### src/rtl/pb_key_arbiter.sv
// Key-pad front end: synchronises and debounces seven raw keys, grants one key at a
// time by fixed priority (bit6 highest) and issues one valid/ready press event per grant.
module pb_key_arbiter #(
    parameter int DEB_CYCLES = 50000,
    parameter int CNT_W      = 16
) (
    input  logic       clk,
    input  logic       rst_n,
    input  logic [6:0] keys_raw,
    input  logic       note_ready,
    output logic [6:0] keys_onehot,
    output logic       note_valid,
    output logic       key_active,
    output logic       conflict,
    output logic [7:0] press_cnt
);

    typedef enum logic [1:0] {
        IDLE  = 2'd0,
        ISSUE = 2'd1,
        HOLD  = 2'd2
    } state_t;

    localparam logic [CNT_W-1:0] CNT_LAST = CNT_W'(DEB_CYCLES - 1);

    logic [6:0]       sync1_q, sync2_q;
    logic [6:0]       deb_q, deb_d;
    logic [CNT_W-1:0] cnt_q [7];
    logic [CNT_W-1:0] cnt_d [7];

    state_t     state_q, state_d;
    logic [6:0] gnt_q, gnt_d;
    logic [6:0] onehot_q, onehot_d;
    logic       valid_q, valid_d;
    logic       conflict_q, conflict_d;
    logic [7:0] press_cnt_q, press_cnt_d;
    logic [6:0] gnt_sel;
    logic       multi_key;

    always_ff @(posedge clk or negedge rst_n) begin
        if (!rst_n) begin
            sync1_q <= '0;
            sync2_q <= '0;
            deb_q   <= '0;
            for (int i = 0; i < 7; i++) begin
                cnt_q[i] <= '0;
            end
        end else begin
            sync1_q <= keys_raw;
            sync2_q <= sync1_q;
            deb_q   <= deb_d;
            for (int i = 0; i < 7; i++) begin
                cnt_q[i] <= cnt_d[i];
            end
        end
    end

    // A bit flips only after DEB_CYCLES consecutive disagreeing samples.
    always_comb begin
        deb_d = deb_q;
        for (int i = 0; i < 7; i++) begin
            cnt_d[i] = '0;
            if (sync2_q[i] != deb_q[i]) begin
                if (cnt_q[i] == CNT_LAST) begin
                    deb_d[i] = sync2_q[i];
                end else begin
                    cnt_d[i] = cnt_q[i] + 1'b1;
                end
            end
        end
    end

    always_comb begin
        gnt_sel = '0;
        for (int i = 0; i < 7; i++) begin
            if (deb_q[i]) begin
                gnt_sel    = '0;
                gnt_sel[i] = 1'b1;
            end
        end
        multi_key = ((deb_q & (deb_q - 7'd1)) != 7'd0);
    end

    always_ff @(posedge clk or negedge rst_n) begin
        if (!rst_n) begin
            state_q     <= IDLE;
            gnt_q       <= '0;
            onehot_q    <= '0;
            valid_q     <= 1'b0;
            conflict_q  <= 1'b0;
            press_cnt_q <= '0;
        end else begin
            state_q     <= state_d;
            gnt_q       <= gnt_d;
            onehot_q    <= onehot_d;
            valid_q     <= valid_d;
            conflict_q  <= conflict_d;
            press_cnt_q <= press_cnt_d;
        end
    end

    // Outputs are computed alongside the next state so they change on the transition edge.
    always_comb begin
        state_d     = state_q;
        gnt_d       = gnt_q;
        onehot_d    = onehot_q;
        valid_d     = valid_q;
        conflict_d  = 1'b0;
        press_cnt_d = press_cnt_q;
        case (state_q)
            IDLE: begin
                onehot_d = '0;
                valid_d  = 1'b0;
                if (deb_q != 7'd0) begin
                    gnt_d      = gnt_sel;
                    onehot_d   = gnt_sel;
                    valid_d    = 1'b1;
                    conflict_d = multi_key;
                    state_d    = ISSUE;
                end
            end
            ISSUE: begin
                if (note_ready) begin
                    press_cnt_d = press_cnt_q + 8'd1;
                    valid_d     = 1'b0;
                    state_d     = HOLD;
                end
            end
            HOLD: begin
                if ((deb_q & gnt_q) == 7'd0) begin
                    onehot_d = '0;
                    state_d  = IDLE;
                end
            end
            default: begin
                onehot_d = '0;
                valid_d  = 1'b0;
                state_d  = IDLE;
            end
        endcase
    end

    assign keys_onehot = onehot_q;
    assign note_valid  = valid_q;
    assign conflict    = conflict_q;
    assign press_cnt   = press_cnt_q;
    assign key_active  = (state_q != IDLE);

endmodule
### config.mk
export PLATFORM = sky130hd
export DESIGN_NAME = pb_key_arbiter
export DESIGN_NICKNAME = d
export VERILOG_FILES = /design/src/rtl/pb_key_arbiter.sv
export SDC_FILE = /design/constraint.sdc
export NUM_CORES = 1
export LEC_CHECK = 0
export CAP_MARGIN = 20
export CELL_PAD_IN_SITES_DETAIL_PLACEMENT = 1
export CELL_PAD_IN_SITES_GLOBAL_PLACEMENT = 2
export CORE_AREA = 4 4 140 142
export DETAILED_ROUTE_END_ITERATION = 10
export DIE_AREA = 0 0 144 146
export PLACE_DENSITY = 0.78
export SLEW_MARGIN = 20
export SYNTH_ARGS = -nofsm -noshare
export SYNTH_HDL_FRONTEND = slang
export SYNTH_SLANG_ARGS = --single-unit
### constraint.sdc
create_clock -name clk -period 2.1 [get_ports clk]
set_input_delay 0.42 -clock clk [delete_from_list [all_inputs] [get_ports clk]]
set_output_delay 0.42 -clock clk [all_outputs]
set_load 0.05 [all_outputs]
After elaboration in Yosys (flattened, before gate mapping)
Index checks and enable logic that the tools add are counted.
Widths: inputs -> output; s select.

word-level totals
  memory bits (writable) = 0
  memory bits (read-only) = 0
  memories kept = 0
  input port bits = 10
  bits in latches = 0
  logic and storage cells = 104
  flip-flop bits (word level) = 159

cells by class
  multiplexer cells = 33
  shift-type cells = 0
  bitwise gates (word level) = 4
  $add $sub $neg = 9
  multipliers = 0
  reduce and logical (&&, ||, !) cells = 17
  eq/ne operators = 19
  divide/modulo/power cells = 0
  magnitude comparators = 0

operator list
  cell                   count
  $mux 16                14
  $add 16x1->16 const B  7
  $eq 16x16->1 const B   7
  $mux 7                 8
  $reduce_and 2->1       11
  $pmux 7 s3             1
  $and 7x7->7            2
  $reduce_bool 7->1      2
  $add 8x1->8 const B    1
  $logic_not 7->1        1
  $ne 1x1->1             7
  $sub 7x1->7 const B    1
  $mux 2                 3
  $ne 2x2->1 const B     3
  $pmux 2 s3             1
  $mux 1                 5
  $pmux 1 s3             1
  $reduce_and 3->1       1
  $eq 2x1->1 const B     1
  $eq 2x2->1 const B     1
  $logic_not 2->1        1
  $not 1->1              2
  $reduce_bool 2->1      1

Logic depth before layout (Yosys ltp)
  depth after elaboration = 9
  depth in mapped cells = 6
  mapped depth without buffers = 5

Worst setup path after synthesis
No wires, ideal clock.

  path type = register to register
  start = register state_q[1]
  end = register onehot_q[1] (netlist: keys_onehot[1])
  path buffers = 0
  stages on the path, launching flop included = 6
  period minus slack after synthesis = 1.783 ns
  required time = 2.035 ns
  setup slack = 0.317 ns
  data arrival time = 1.718 ns
  cells stage by stage = dfrtp_1 > nor2_1 > inv_1 > or2_2 > nor4b_1 > a21o_1

between the ends
  longest elaborated chain between the ends = 3
  elaborated cells between the ends (all ways) = 7
  classes of those cells = eq/ne (3); mux (1); bitwise (1); reduce/logical (2)

ends and longest elaborated chain
  element                                            line  RTL
  from (decl)                                        31    state_t state_q, state_d;
  from (signal assigned)                             93    state_q <= state_d;
  $eq 2x2->1 or $eq 2x1->1 (tied branches)           110   case (state_q)
  $ne 2x2->1 (no line) or $not 1->1 (tied branches)  n/a
  $reduce_and 2->1 (no line)                         n/a
  to (signal assigned)                               95    onehot_q <= onehot_d;
  to (decl)                                          33    logic [6:0] onehot_q, onehot_d;

Several ways; a longest one is shown, not always the timed one.
A chain may end at the register's enable or synchronous reset.

Worst setup path after layout
  start = register onehot_q[2] (netlist: keys_onehot[2])
  end = output port keys_onehot[2]

RTL lines
  element    line  RTL
  to (decl)  11    output logic [6:0] keys_onehot,

No word-level cell between the ends.

==> results.md <==
- Post-synth top area cell: dfrtp_1
- Internal power: between 5000 and 6000 uW
- Slew @ Worst Pin: between 0.5 and 0.6 ns
- DRT Pass-1 Iters: 4
- Final slew viol count: 0
- Register area share after synthesis: ~55%
- Core Area: about 0.018 mm^2
- Maximum VDD drop: roughly 0.54 mV
- Synth top area cells: dfrtp_1 (55%), xnor2_1 (9.1%), nor2_1 (6.2%)
- Insertion delay to the later sink of the worst-skew pair: approximately 0.42 ns
- Crit path max fanout: 2
- Worst Hold Endpoint: sync2_q[0]
- Die Span Y: ~150 um
- Hold Crit Class: reg -> reg
- Synthesized area: ~0.0072 mm^2
- DR vias: roughly 5200
- Syn Area/Cell: 10.5 um^2
- Asr flop ratio synth: between 90% and 100%
- Final Cycle Share: 97.6%
- Worst Hold Depth: 0
- Clk buf depth: 2
- Crit path max-delay cell type: clkdlybuf4s50_1
- Total power draw: roughly 6800 uW
- Routed Antenna Nets: 0
- CP required: ~1.7 ns
- Mapped Cells: 687
- PortBufs: 27
- Syn-to-layout area delta: 17.7%
- Min-Delay Startpoint: sync1_q[0]
- Final Worst Setup Slack: roughly 0.05 ns
- Synth top area share: between 50% and 60%
- Clock Power Share: between 50 and 60%
- CP top delay family: buffers and inverters
- Sw Ratio: between 20% and 30%
- H-tree depth: 4
- Drt wl/cell: 16.4 um
- Final setup vio count: 0
- Most frequent cells in the layout: dfrtp_1 (159), nor2_1 (120), xnor2_1 (75)
- Post-Route WL: between 15 and 20 mm
- CTS tree: built
- Final Hold Viols: 0
- Yosys warning total: 0
- Post-synth net total: 705
- Reg2reg path depth: 3
- Antenna violations before repair: 0
- Placed Cells: 944
- TNS Setup: 0 ns
- Layout net count: 748
- Initial Util: 39.2%
- Post-synth EDFFs: 0
- Remaining DRCs: 0
- Netlist cell types: 39
- Grt ovf: 0
- DRT iter0 DRCs: ~140
- Clock Sinks: roughly 160
- Largest net degree at the start of global routing: 44
- Dpl ws: 0.288 ns
- Die area: 0.0210 mm^2
- Seq pwr share: between 40% and 50%
- Row count: 50
- Most common cell after layout, fill and taps aside: dfrtp_1
- Crit path DAT: ~1.6 ns
- TritonCTS buffer count: 17
- Outcome: completed
- R2r setup slk: around 0.29 ns
- Max-slew headroom: a little under two thirds
- Hpwl dp: approximately 11 mm
- Crit path time final: 2.05 ns
- Layout Cells excl Fill: roughly 1000
- Net Switching: around 1400 uW
- Crit path kind: reg -> out
- Max-cap violation count: 0
- Synthesized flop and latch total: ~160
- Layout cell share with drive strength beyond 1: 8.08%
- Power Dens Cells: approximately 800 mW/mm^2
- Startpoint type of the worst setup path: flip-flop
- Routability cong.: roughly 0.78
- Post-synth top flop: dfrtp_1
- Combinational share of power: under 10%
- Ant diodes: 0
- Utilization after layout: a little under half
- CP max stage delay: around 0.8 ns
- RR Startpoint: cnt_q[106]
- Root Driver: clkbuf_16
- Chip Width: roughly 140 um
- Critical Path, Cell by Cell: clkdlybuf4s50_1
- Ports: 28
- Fillers: slightly above 2000
- Vias in the first global route: 5521
- First-pass GRT wire length: approximately 28 mm
- RSZ-0062 raised after global routing: no
- Clock Skews: approximately 0.0083 ns
- Worst r2r dst: deb_q[0]
- CP Capture Type: output pin
- Post-CTS setup buffers: 0
- Gr usage total: between 15 and 20%
- Leak Pwr: roughly 0.0037 uW
- Worst Path Buf+Inv: 1
- DR vias/cell: 5.32
- Clock transition at path regs: approximately 0.060 ns
- Fmax: approximately 0.49 GHz
-- layer usage --
metal | share of wire [%] | GRT usage (%) | vias to the layer above
met5 | 0 | 0 | -
met4 | 0.92 | 4.10 | 0
met3 | 3.2 | 4.47 | 11
met2 | 49 | 26.1 | 62
met1 | 47 | 21.7 | 2644
li1 | - | - | 2482
-- worst max path at each step --
stage | from | endpoint | cells past startpoint | slack, ns
2_1_floorplan | state_q[1] | keys_onehot[1] | 5 | 0.32
3_3_place_gp | cnt_q[106] | deb_q[0] | 3 | 0.34
3_5_place_dp | cnt_q[0] | cnt_q[7] | 5 | 0.29
4_1_cts | keys_onehot[5] | keys_onehot[5] | 1 | 0.009
5_1_grt | keys_onehot[6] | keys_onehot[6] | 1 | 0.003
6_report | keys_onehot[2] | keys_onehot[2] | 1 | 0.05
-- logic make-up after synthesis --
group,count (synthesis),share of synthesized area [%]
simple gates,336,23.7
flops,159,55.0
xor+xnor,107,13.0
compound gates,35,3.80
buf+inv,34,1.83
mux,8,1.30
fa+ha+maj,8,1.38
-- flip-flops by register name (all words and copies together), names as in the netlist --
| signal | flops |
|---|---|
| keys_onehot | 7 |
| conflict | 1 |
| note_valid | 1 |
| gnt_q | 7 |
| cnt_q | 112 |
| press_cnt | 8 |
| sync1_q | 7 |
| deb_q | 7 |
| state_q | 2 |
| sync2_q | 7 |
-- cells in the mapped netlist, types with 3 or more instances --
| cell type | n |
|---|---|
| o21ai_0 | 3 |
| buf_2 | 4 |
| a31o_2 | 3 |
| and2_1 | 8 |
| a22o_1 | 10 |
| clkbuf_1 | 10 |
| nand4_1 | 39 |
| mux2_2 | 7 |
| and3_1 | 16 |
| nor4b_1 | 5 |
| nor2_1 | 120 |
| nor4bb_1 | 11 |
| nand3_1 | 39 |
| dfrtp_1 | 159 |
| xnor2_1 | 75 |
| a21o_1 | 4 |
| nor3_1 | 24 |
| nand2_1 | 34 |
| a21oi_1 | 6 |
| nor4_1 | 28 |
| nand2b_1 | 3 |
| ha_1 | 8 |
| xor2_1 | 32 |
| inv_1 | 20 |
-- stage by stage --
step	hold WS [ns]	cell area, um^2
floorplan	0.124	7240
global placement	0.337	7840
detailed placement	0.338	7840
CTS	0.353	8500
global route	0.356	8510
finish	0.348	8510
-- repair_timing --
item,4_1_cts,5_1_grt
setup endpoints to repair,6,4
endpoints found under the hold margin,39,0
gates resized for setup,6,4
hold buffers,1,0
-- area by class of cell --
class	count	area, um^2	area share [%]
sequential	159	3980	46.7
timing repair buffer	38	382	4.48
multi-input combinational	494	3120	36.7
clock inverter	13	209	2.45
clock buffer	19	453	5.32
tap	234	293	3.44
inverter	20	75.1	0.882
-- power groups by stage --
stage	Combinational, uW	Clock, uW	Sequential, uW
floorplan	73.5	0	3200
finish	185	3450	3150
global placement	183	0	3210
detailed placement	191	0	3210
global route	219	3680	3160
CTS	196	3530	3150
Power figures use the tool's default switching activity.
